`src/rtl/fifo_pkg.sv`:
```
`default_nettype none
// ============================================================================
//  Module      : fifo_pkg
//  Description : Shared types and default sizes for the FIFO stream reader:
//                output-buffer occupancy encoding and default widths.
//  Revision    : 1.0 - initial release
// ============================================================================
package fifo_pkg;

    localparam int unsigned c_DWIDTH_DEFAULT = 32;
    localparam int unsigned c_AWIDTH_DEFAULT = 4;

    // Occupancy of the 2-entry output buffer
    typedef enum logic [1:0] {
        EMPTY = 2'd0,
        ONE   = 2'd1,
        TWO   = 2'd2
    } occ_e;

    // Number of words held for a given occupancy state
    function automatic logic [1:0] occ_count(input occ_e s);
        logic [1:0] n;
        n = 2'd0;
        case (s)
            ONE:     n = 2'd1;
            TWO:     n = 2'd2;
            default: n = 2'd0;
        endcase
        return n;
    endfunction

endpackage
`default_nettype wire

```
`src/rtl/stream_skid_buf.sv`:
```
`default_nettype none
// ============================================================================
//  Module      : stream_skid_buf
//  Description : 2-entry in-order output buffer. Words are pushed in and
//                presented on a valid/ready stream; data_o is always the
//                oldest word, valid_o is a register.
//  Revision    : 1.0 - initial release
// ============================================================================
module stream_skid_buf
    import fifo_pkg::*;
#(
    parameter int unsigned DWIDTH = c_DWIDTH_DEFAULT
) (
    input  logic              clk_i,
    input  logic              arst_n_i,
    input  logic              push_i,
    input  logic [DWIDTH-1:0] data_i,
    output logic              valid_o,
    input  logic              ready_i,
    output logic [DWIDTH-1:0] data_o,
    output occ_e              occ_o
);

    occ_e              occ_q, occ_d;
    logic [DWIDTH-1:0] head_q, head_d;   // oldest word, drives data_o
    logic [DWIDTH-1:0] tail_q, tail_d;   // second word when occupancy is TWO
    logic              valid_q;
    logic              pop;

    assign pop     = valid_q && ready_i;
    assign valid_o = valid_q;
    assign data_o  = head_q;
    assign occ_o   = occ_q;

    // Next occupancy and entry contents from push/pop; order is head then tail
    always_comb begin
        occ_d  = occ_q;
        head_d = head_q;
        tail_d = tail_q;
        case (occ_q)
            EMPTY: begin
                if (push_i) begin
                    head_d = data_i;
                    occ_d  = ONE;
                end
            end
            ONE: begin
                case ({push_i, pop})
                    2'b11: head_d = data_i;
                    2'b10: begin
                        tail_d = data_i;
                        occ_d  = TWO;
                    end
                    2'b01: occ_d = EMPTY;
                    default: occ_d = ONE;
                endcase
            end
            TWO: begin
                if (pop) begin
                    head_d = tail_q;
                    if (push_i) begin
                        tail_d = data_i;
                    end else begin
                        occ_d = ONE;
                    end
                end
            end
            default: occ_d = EMPTY;
        endcase
    end

    // Occupancy state machine with registered valid output
    always_ff @(posedge clk_i or negedge arst_n_i) begin
        if (!arst_n_i) begin
            occ_q   <= EMPTY;
            head_q  <= '0;
            tail_q  <= '0;
            valid_q <= 1'b0;
        end else begin
            occ_q   <= occ_d;
            head_q  <= head_d;
            tail_q  <= tail_d;
            valid_q <= (occ_d != EMPTY);
        end
    end

    // A full buffer may only accept a word when the head leaves on the same edge
    a_no_overflow: assert property (@(posedge clk_i) disable iff (!arst_n_i)
        !((occ_q == TWO) && push_i && !pop));

endmodule
`default_nettype wire

```
`src/rtl/fifo_stream_reader.sv`:
```
`default_nettype none
// ============================================================================
//  Module      : fifo_stream_reader
//  Description : Drains a FIFO (show-ahead or normal read mode) into a
//                valid/ready stream through a 2-entry buffer, sustaining one
//                word per cycle. Read requests are issued only when buffer
//                space (counting an in-flight read) is guaranteed.
//                Optional feature macro FIFO_STREAM_READER_STATS_EN adds a
//                32-bit wrapping handshake counter on words_cnt_o.
//  Revision    : 1.0 - initial release
// ============================================================================
module fifo_stream_reader
    import fifo_pkg::*;
#(
    parameter int unsigned DWIDTH    = c_DWIDTH_DEFAULT,
    parameter int unsigned AWIDTH    = c_AWIDTH_DEFAULT,
    parameter bit          SHOWAHEAD = 1'b1
) (
    input  logic              clk_i,
    input  logic              arst_n_i,
    input  logic [DWIDTH-1:0] fifo_q_i,
    input  logic              fifo_empty_i,
    output logic              fifo_rdreq_o,
    output logic [DWIDTH-1:0] data_o,
    output logic              valid_o,
    input  logic              ready_i
`ifdef FIFO_STREAM_READER_STATS_EN
    ,
    output logic [31:0]       words_cnt_o
`endif
);

    occ_e       occ;
    logic       inflight;
    logic       push;
    logic       handshake;
    logic [1:0] committed;
    logic       credit;

    // The FIFO address width only sizes the external usedw bus; reject nonsense
    if (AWIDTH < 1) begin : g_awidth_check
        $error("fifo_stream_reader: AWIDTH must be at least 1");
    end

    assign handshake = valid_o && ready_i;

    // Words already owned by this block: buffered plus the one in flight
    assign committed = occ_count(occ) + {1'b0, inflight};
    assign credit    = (committed < 2'd2) || ((committed == 2'd2) && handshake);

    assign fifo_rdreq_o = arst_n_i && !fifo_empty_i && credit;

    if (SHOWAHEAD) begin : g_showahead
        // FIFO q already shows the head word; capture on the request edge
        assign inflight = 1'b0;
        assign push     = fifo_rdreq_o;
    end else begin : g_normal_read
        logic inflight_q;

        // Remember a request so its data is captured one cycle later
        always_ff @(posedge clk_i or negedge arst_n_i) begin
            if (!arst_n_i) begin
                inflight_q <= 1'b0;
            end else begin
                inflight_q <= fifo_rdreq_o;
            end
        end

        assign inflight = inflight_q;
        assign push     = inflight_q;
    end

    stream_skid_buf #(
        .DWIDTH (DWIDTH)
    ) u_buf (
        .clk_i    (clk_i),
        .arst_n_i (arst_n_i),
        .push_i   (push),
        .data_i   (fifo_q_i),
        .valid_o  (valid_o),
        .ready_i  (ready_i),
        .data_o   (data_o),
        .occ_o    (occ)
    );

`ifdef FIFO_STREAM_READER_STATS_EN
    logic [31:0] words_cnt_q;

    // Count delivered words; wraps naturally at 32 bits
    always_ff @(posedge clk_i or negedge arst_n_i) begin
        if (!arst_n_i) begin
            words_cnt_q <= '0;
        end else if (handshake) begin
            words_cnt_q <= words_cnt_q + 32'd1;
        end
    end

    assign words_cnt_o = words_cnt_q;
`endif

endmodule
`default_nettype wire
```
`config.mk`:
```
export PLATFORM = sky130hd
export DESIGN_NAME = fifo_stream_reader
export DESIGN_NICKNAME = d
export VERILOG_FILES = /design/src/rtl/fifo_pkg.sv /design/src/rtl/stream_skid_buf.sv /design/src/rtl/fifo_stream_reader.sv
export SDC_FILE = /design/constraint.sdc
export NUM_CORES = 1
export LEC_CHECK = 0
export BUFFER_PORTS_ARGS = -buffer_cell sky130_fd_sc_hd__buf_2
export CAP_MARGIN = 20
export CORE_ASPECT_RATIO = 1.75
export CORE_UTILIZATION = 50
export CTS_BUF_LIST = sky130_fd_sc_hd__clkbuf_8
export DETAILED_ROUTE_END_ITERATION = 8
export PLACE_DENSITY = 0.78
export SYNTH_ARGS = -nofsm -noshare
export SYNTH_HDL_FRONTEND = slang
export SYNTH_SLANG_ARGS = --single-unit
```
`constraint.sdc`:
```
create_clock -name clk_i -period 2.2 [get_ports clk_i]
set_input_delay 0.44 -clock clk_i [delete_from_list [all_inputs] [get_ports clk_i]]
set_output_delay 0.44 -clock clk_i [all_outputs]
set_load 0.02 [all_outputs]
```
### Word-level counts from Yosys, hierarchy flattened

Index checks and enable logic that the tools add are counted.
Widths: inputs -> output; s select.

* bits in latches: 0
* register bits after elaboration: 67
* ROM bits: 0
* word-level logic and storage cells: 41
* memories: 0
* bits in writable memories: 0
* output and inout bits: 34
* input port bits: 36

* muxes and demuxes: 13
* multiply operators: 0
* shifts and indexed selects: 0
* equal/unequal tests: 11
* bitwise gates (word level): 0
* reduce and logical (&&, ||, !) cells: 12
* add/subtract/negate cells: 0
* divide/modulo/power cells: 0
* $lt $le $gt $ge: 1

Operators with widths (number)
* $mux 32: 5
* $pmux 32 s3: 1
* $pmux 32 s2: 1
* $pmux 2 s3: 2
* $eq 2x2->1 const B: 4
* $reduce_and 4->1: 2
* $mux 2: 3
* $ne 2x1->1 const B: 3
* $eq 2x1->1 const B: 2
* $logic_and 1x1->1: 4
* $ne 2x2->1 const B: 2
* $pmux 2 s2: 1
* $reduce_bool 2->1: 2
* $reduce_bool 3->1: 1
* $logic_not 2->1: 1
* $lt 2x2->1 const B: 1
* $logic_not 1->1: 1
* $logic_or 1x1->1: 1

### Depth between registers and ports, before layout

* word-level depth: 10
* gate-level depth with buffers: 9
* mapped depth without buffers: 7

### Hierarchy

A second synthesis with hierarchy kept.

* cell total of the unflattened synthesis: 196
* area total of the unflattened synthesis: 3042.9 µm²

By module, submodules not included
* stream_skid_buf: cells an instance 192, sequential area each 1676.6 µm², instances 1, area an instance 3016.6 µm²
* fifo_stream_reader: cells an instance 4, sequential area each 0.0 µm², instances 1, area an instance 26.3 µm²

### Least setup slack after synthesis

OpenSTA, ideal clock, no wires.

* path type: reg-to-reg
* from: register u_buf.occ_q[1], in the netlist u_buf.occ_o[1]
* to: register u_buf.head_q[0], in the netlist u_buf.data_o[0]
* path buffers: 3
* arrival time: 2615 ps
* data required time: 2075 ps
* setup time: 125 ps
* period minus slack after synthesis: 2740 ps
* slack: -540 ps
* cell stages (with the launch flop): 10
* path through: dfrtp_1 nor2b_1 buf_6 buf_2 a21boi_0 ha_1 a21oi_1 a22oi_4 buf_6 mux2_2

* longest elaborated chain between the ends: 9
* elaborated cells between the ends (all ways): 16
* those cells by class: order compare: 1; eq/ne: 7; mux: 2; reduce/logical: 6

RTL lines
* start, declared: RTL line stream_skid_buf.sv:24 `occ_e occ_q, occ_d;`
* start signal, assigned: RTL line stream_skid_buf.sv:75 `occ_q <= EMPTY;`
* start signal, assigned: RTL line stream_skid_buf.sv:80 `occ_q <= occ_d;`
* $eq 2x2->1 or $eq 2x1->1 (tied branches): RTL line fifo_pkg.sv:24 `case (s)`
* $pmux 2 s2 (*): RTL line fifo_pkg.sv:24
* $eq 2x2->1: RTL line fifo_stream_reader.sv:49 `assign credit = (committed < 2'd2) || ((committed == 2'd2) && handshake);`
* $logic_and 1x1->1: RTL line fifo_stream_reader.sv:49
* $logic_or 1x1->1 (*): RTL line fifo_stream_reader.sv:49
* $logic_and 1x1->1 (*): RTL line fifo_stream_reader.sv:51 `assign fifo_rdreq_o = arst_n_i && !fifo_empty_i && credit;`
* via fifo_rdreq_o: RTL line fifo_stream_reader.sv:23 `output logic fifo_rdreq_o,`
* $eq 2x2->1: RTL line stream_skid_buf.sv:48 `case ({push_i, pop})`
* $ne 2x2->1 (no line)
* $reduce_and 4->1 (no line) (*)
* end signal, assigned: RTL line stream_skid_buf.sv:76 `head_q <= '0;`
* end signal, assigned: RTL line stream_skid_buf.sv:81 `head_q <= head_d;`
* end, declared: RTL line stream_skid_buf.sv:25 `logic [DWIDTH-1:0] head_q, head_d;`

Mark *: on every way through the listed nets, which the timed path passes. The rest lies on a longest branch.
A chain may end at the register's enable or synchronous reset.

### Worst setup path in the final report

* from: register u_buf.occ_q[1], in the netlist u_buf.occ_o[1]
* to: register u_buf.head_q[3], in the netlist u_buf.data_o[3]

* longest elaborated chain between the ends: 9
* elaborated cells between the ends (all ways): 16
* those cells by class: order compare: 1; eq/ne: 7; mux: 2; reduce/logical: 6

RTL lines (RTL line)
* $eq 2x2->1 or $eq 2x1->1 (tied branches): fifo_pkg.sv:24, stream_skid_buf.sv:40
* $pmux 2 s2: fifo_pkg.sv:24
* $eq 2x2->1: fifo_stream_reader.sv:49
* $logic_and 1x1->1: fifo_stream_reader.sv:49
* $logic_or 1x1->1: fifo_stream_reader.sv:49
* $logic_and 1x1->1: fifo_stream_reader.sv:51
* $eq 2x2->1: stream_skid_buf.sv:48
* $ne 2x2->1 (no line)
* $reduce_and 4->1 (no line)

Several ways; a longest one is shown, not always the timed one.

==> flow_summary.json <==
{
  "ant_nets": 0,
  "ys.flop_type": "dfrtp_1",
  "multi_input_area_um2": 1270,
  "critPathLaunchType": "flop",
  "report.final.slew_viol_count": 0,
  "post_cts_buffers": 0,
  "path_clk_slew_ns": 0.07,
  "initial_core_util_pct": 51.8,
  "place.port_buffers": 69,
  "grt_max_degree": 68,
  "synth_commonest_cells": "95 x mux2_2, 67 x dfrtp_1, 7 x buf_6, 3 x buf_2, 3 x nor2b_1",
  "finish.instance_area_um2": 3740,
  "drt_iter0_drc": 83,
  "syn_area_per_cell_um2": 15.4,
  "cap_violations": 0,
  "final_net_count": 314,
  "seqCellArea_um2": 1680,
  "dp_hpwl_um": 3690,
  "drive_gt1_share_pct": 69.8,
  "grt_overflow": 0,
  "dpl_cell_area_um2": 3510,
  "routedWlPerCell_um": 14.9,
  "ys_ff_latch": 67,
  "yosys_warnings": 0,
  "worstHoldPathType": "in2async",
  "clock_sinks": 67,
  "io_pins": 70,
  "area_growth_pct": 23.7,
  "num_vias": 1860,
  "cts_made_buffers": 9,
  "slew_headroom_pct": 43.8,
  "hold_viol_final": 0,
  "die_area_um2": 6380,
  "setup_viol": 0,
  "instances_no_fill": 359,
  "rsz0062_at_grt": "false",
  "grt_usage_pct": 19.4,
  "synth_edf_count": 0,
  "synthCells": 196,
  "cp_max_fo": 13,
  "fmax_mhz": 509,
  "core_area_um2": 5830,
  "die_y_um": 105,
  "combPwrFrac_pct": 40.6,
  "antenna_found_initial": 0,
  "cp.required_ns": 2.42,
  "gp_congestion": 0.796,
  "post-route-period-util_pct": 89.3,
  "crit_arrival_ns": 2.18,
  "synth_area_leaders": "dfrtp_1 55%, mux2_2 35%, buf_6 2.6%, ha_1 0.83%, a22oi_4 0.70%",
  "drt_first_pass_iters": 4,
  "syn-num-nets": 234,
  "via_per_inst": 5.18,
  "grt_pass1_vias": 1833,
  "route.detailed.drc": 0,
  "vdd_ir_drop_max_mv": 0.750,
  "dp_cells": 343,
  "netSwitchingFraction_pct": 32.7,
  "diodes": 0,
  "insertion_delay_ns": 0.33,
  "p_leak_uw": 0.00169,
  "core.rowCount": 37,
  "root_buffer": "clkbuf_8",
  "synthDistinctLibCells": 23,
  "r2r_cells": 7,
  "yosysTopAreaCell": "dfrtp_1",
  "synth_top_area_share_pct": 55.4,
  "p_int_uw": 3750,
  "cp-end-kind": "flop",
  "setup_tns_ns": 0,
  "seq_area_frac_synth_pct": 55.4,
  "fillers": 484,
  "fin_crit_ns": 1.96,
  "clkPwrFrac_pct": 20.3,
  "p_seq_share_pct": 39.2,
  "worstMarginPinSlew_ns": 0.843,
  "netSwitchingPower_uw": 1820,
  "htreeDepth": 3,
  "dieWidth_um": 60.8,
  "synthArstFlopShare_pct": 100,
  "outcome": "complete, no violations",
  "post-synth-top-count-cell": "mux2_2",
  "skew_ns": 0.00684,
  "cts_buffer_depth": 2,
  "synth_area_um2": 3020,
  "wirelength_um": 5360,
  "cts_resized": 0,
  "grt_pass1_wl_um": 9000,
  "worstSetupPathType": "reg2reg",
  "cts-hold-fix-buffers": 0,
  "cts_tree": "yes",
  "pwr_density_cell_nw_per_um2": 1490
}
per-layer routing:
| metal | part of all wire, % | global-route usage (%) |
|---|---|---|
| met4 | 1.8 | 8.28 |
| met3 | 4.3 | 5.07 |
| met5 | 0 | 0 |
| met1 | 41 | 24.4 |
| met2 | 53 | 30.8 |
cell type report:
class	count	area share, %
Sequential cell	67	44.9
Multi-Input combinational cell	118	34.1
Clock buffer	11	4.05
Tap cell	78	2.61
Inverter	1	0.100
Timing Repair Buffer	79	12.2
Clock inverter	5	2.04
cell families (layout without fill, tap and decap cells):
family,Yosys count,after routing,synth area share [%]
AND/OR/NAND/NOR,11,11,2.11
flip-flops,67,67,55.4
multiplexers,96,96,35.7
adder cells (fa/ha/maj),2,2,0.827
buffers and inverters,11,96,3.23
AO/OA/AOI/OAI,9,9,2.65
layout by cell type (no fill, tap or decap), drive strengths merged, types with 2 or more instances in the layout:
cell	instances
mux2	96
inv	2
clkbuf	11
a22oi	2
bufinv	2
buf	79
nor2b	3
ha	2
nor2	2
dfrtp	67
a21boi	2
power by group through the flow:
stage | Sequential (µW) | Combinational, µW | Clock [µW]
global route | 2280 | 2440 | 1220
detailed placement | 2210 | 2290 | 0
finish | 2180 | 2260 | 1130
CTS | 2190 | 2290 | 1160
floorplan | 2540 | 1300 | 0
global placement | 2180 | 2250 | 0
critical path: stages, from the launching register on:
cell      delay (ns)
dfrtp_2         0.47
nor2b_4         0.17
a21boi_4        0.15
ha_2            0.20
a21oi_2         0.07
a22oi_4         0.19
buf_4           0.24
mux2_2          0.36
final timing paths:
kind,startpoint,to,slack (ns)
max in group asynchronous,arst_n_i,u_buf.occ_o[1]$_DFF_PN0_,1.30
min reg2reg,u_buf.data_o[10]$_DFFE_PN0P_,u_buf.data_o[10]$_DFFE_PN0P_,0.50
max reg2reg,u_buf.occ_o[1]$_DFF_PN0_,u_buf.data_o[3]$_DFFE_PN0P_,0.24
max,u_buf.occ_o[1]$_DFF_PN0_,u_buf.data_o[3]$_DFFE_PN0P_,0.24
min in group clk_i,fifo_q_i[5],u_buf.tail_q[5]$_DFFE_PN0P_,0.35
min,arst_n_i,u_buf.tail_q[6]$_DFFE_PN0P_,0.30
flip-flops by register name, indices dropped and copies added (netlist names):
register and flops:
u_buf.occ_o 2, u_buf.data_o 32, u_buf.valid_o 1, u_buf.tail_q 32
stage by stage:
step / util, % / power [µW] / worst slack, ns / hold slack (ns)
6_report: 64.1 / 5570 / 0.235 / 0.303
5_1_grt: 64.1 / 5940 / 0.0867 / 0.336
4_1_cts: 64.1 / 5650 / 0.221 / 0.328
3_5_place_dp: 60.2 / 4500 / 0.0778 / 0.489
3_3_place_gp: 60.2 / 4430 / 0.127 / 0.463
2_1_floorplan: - / 3840 / 0.00317 / 0.144
(Power assumes the default switching activity.)
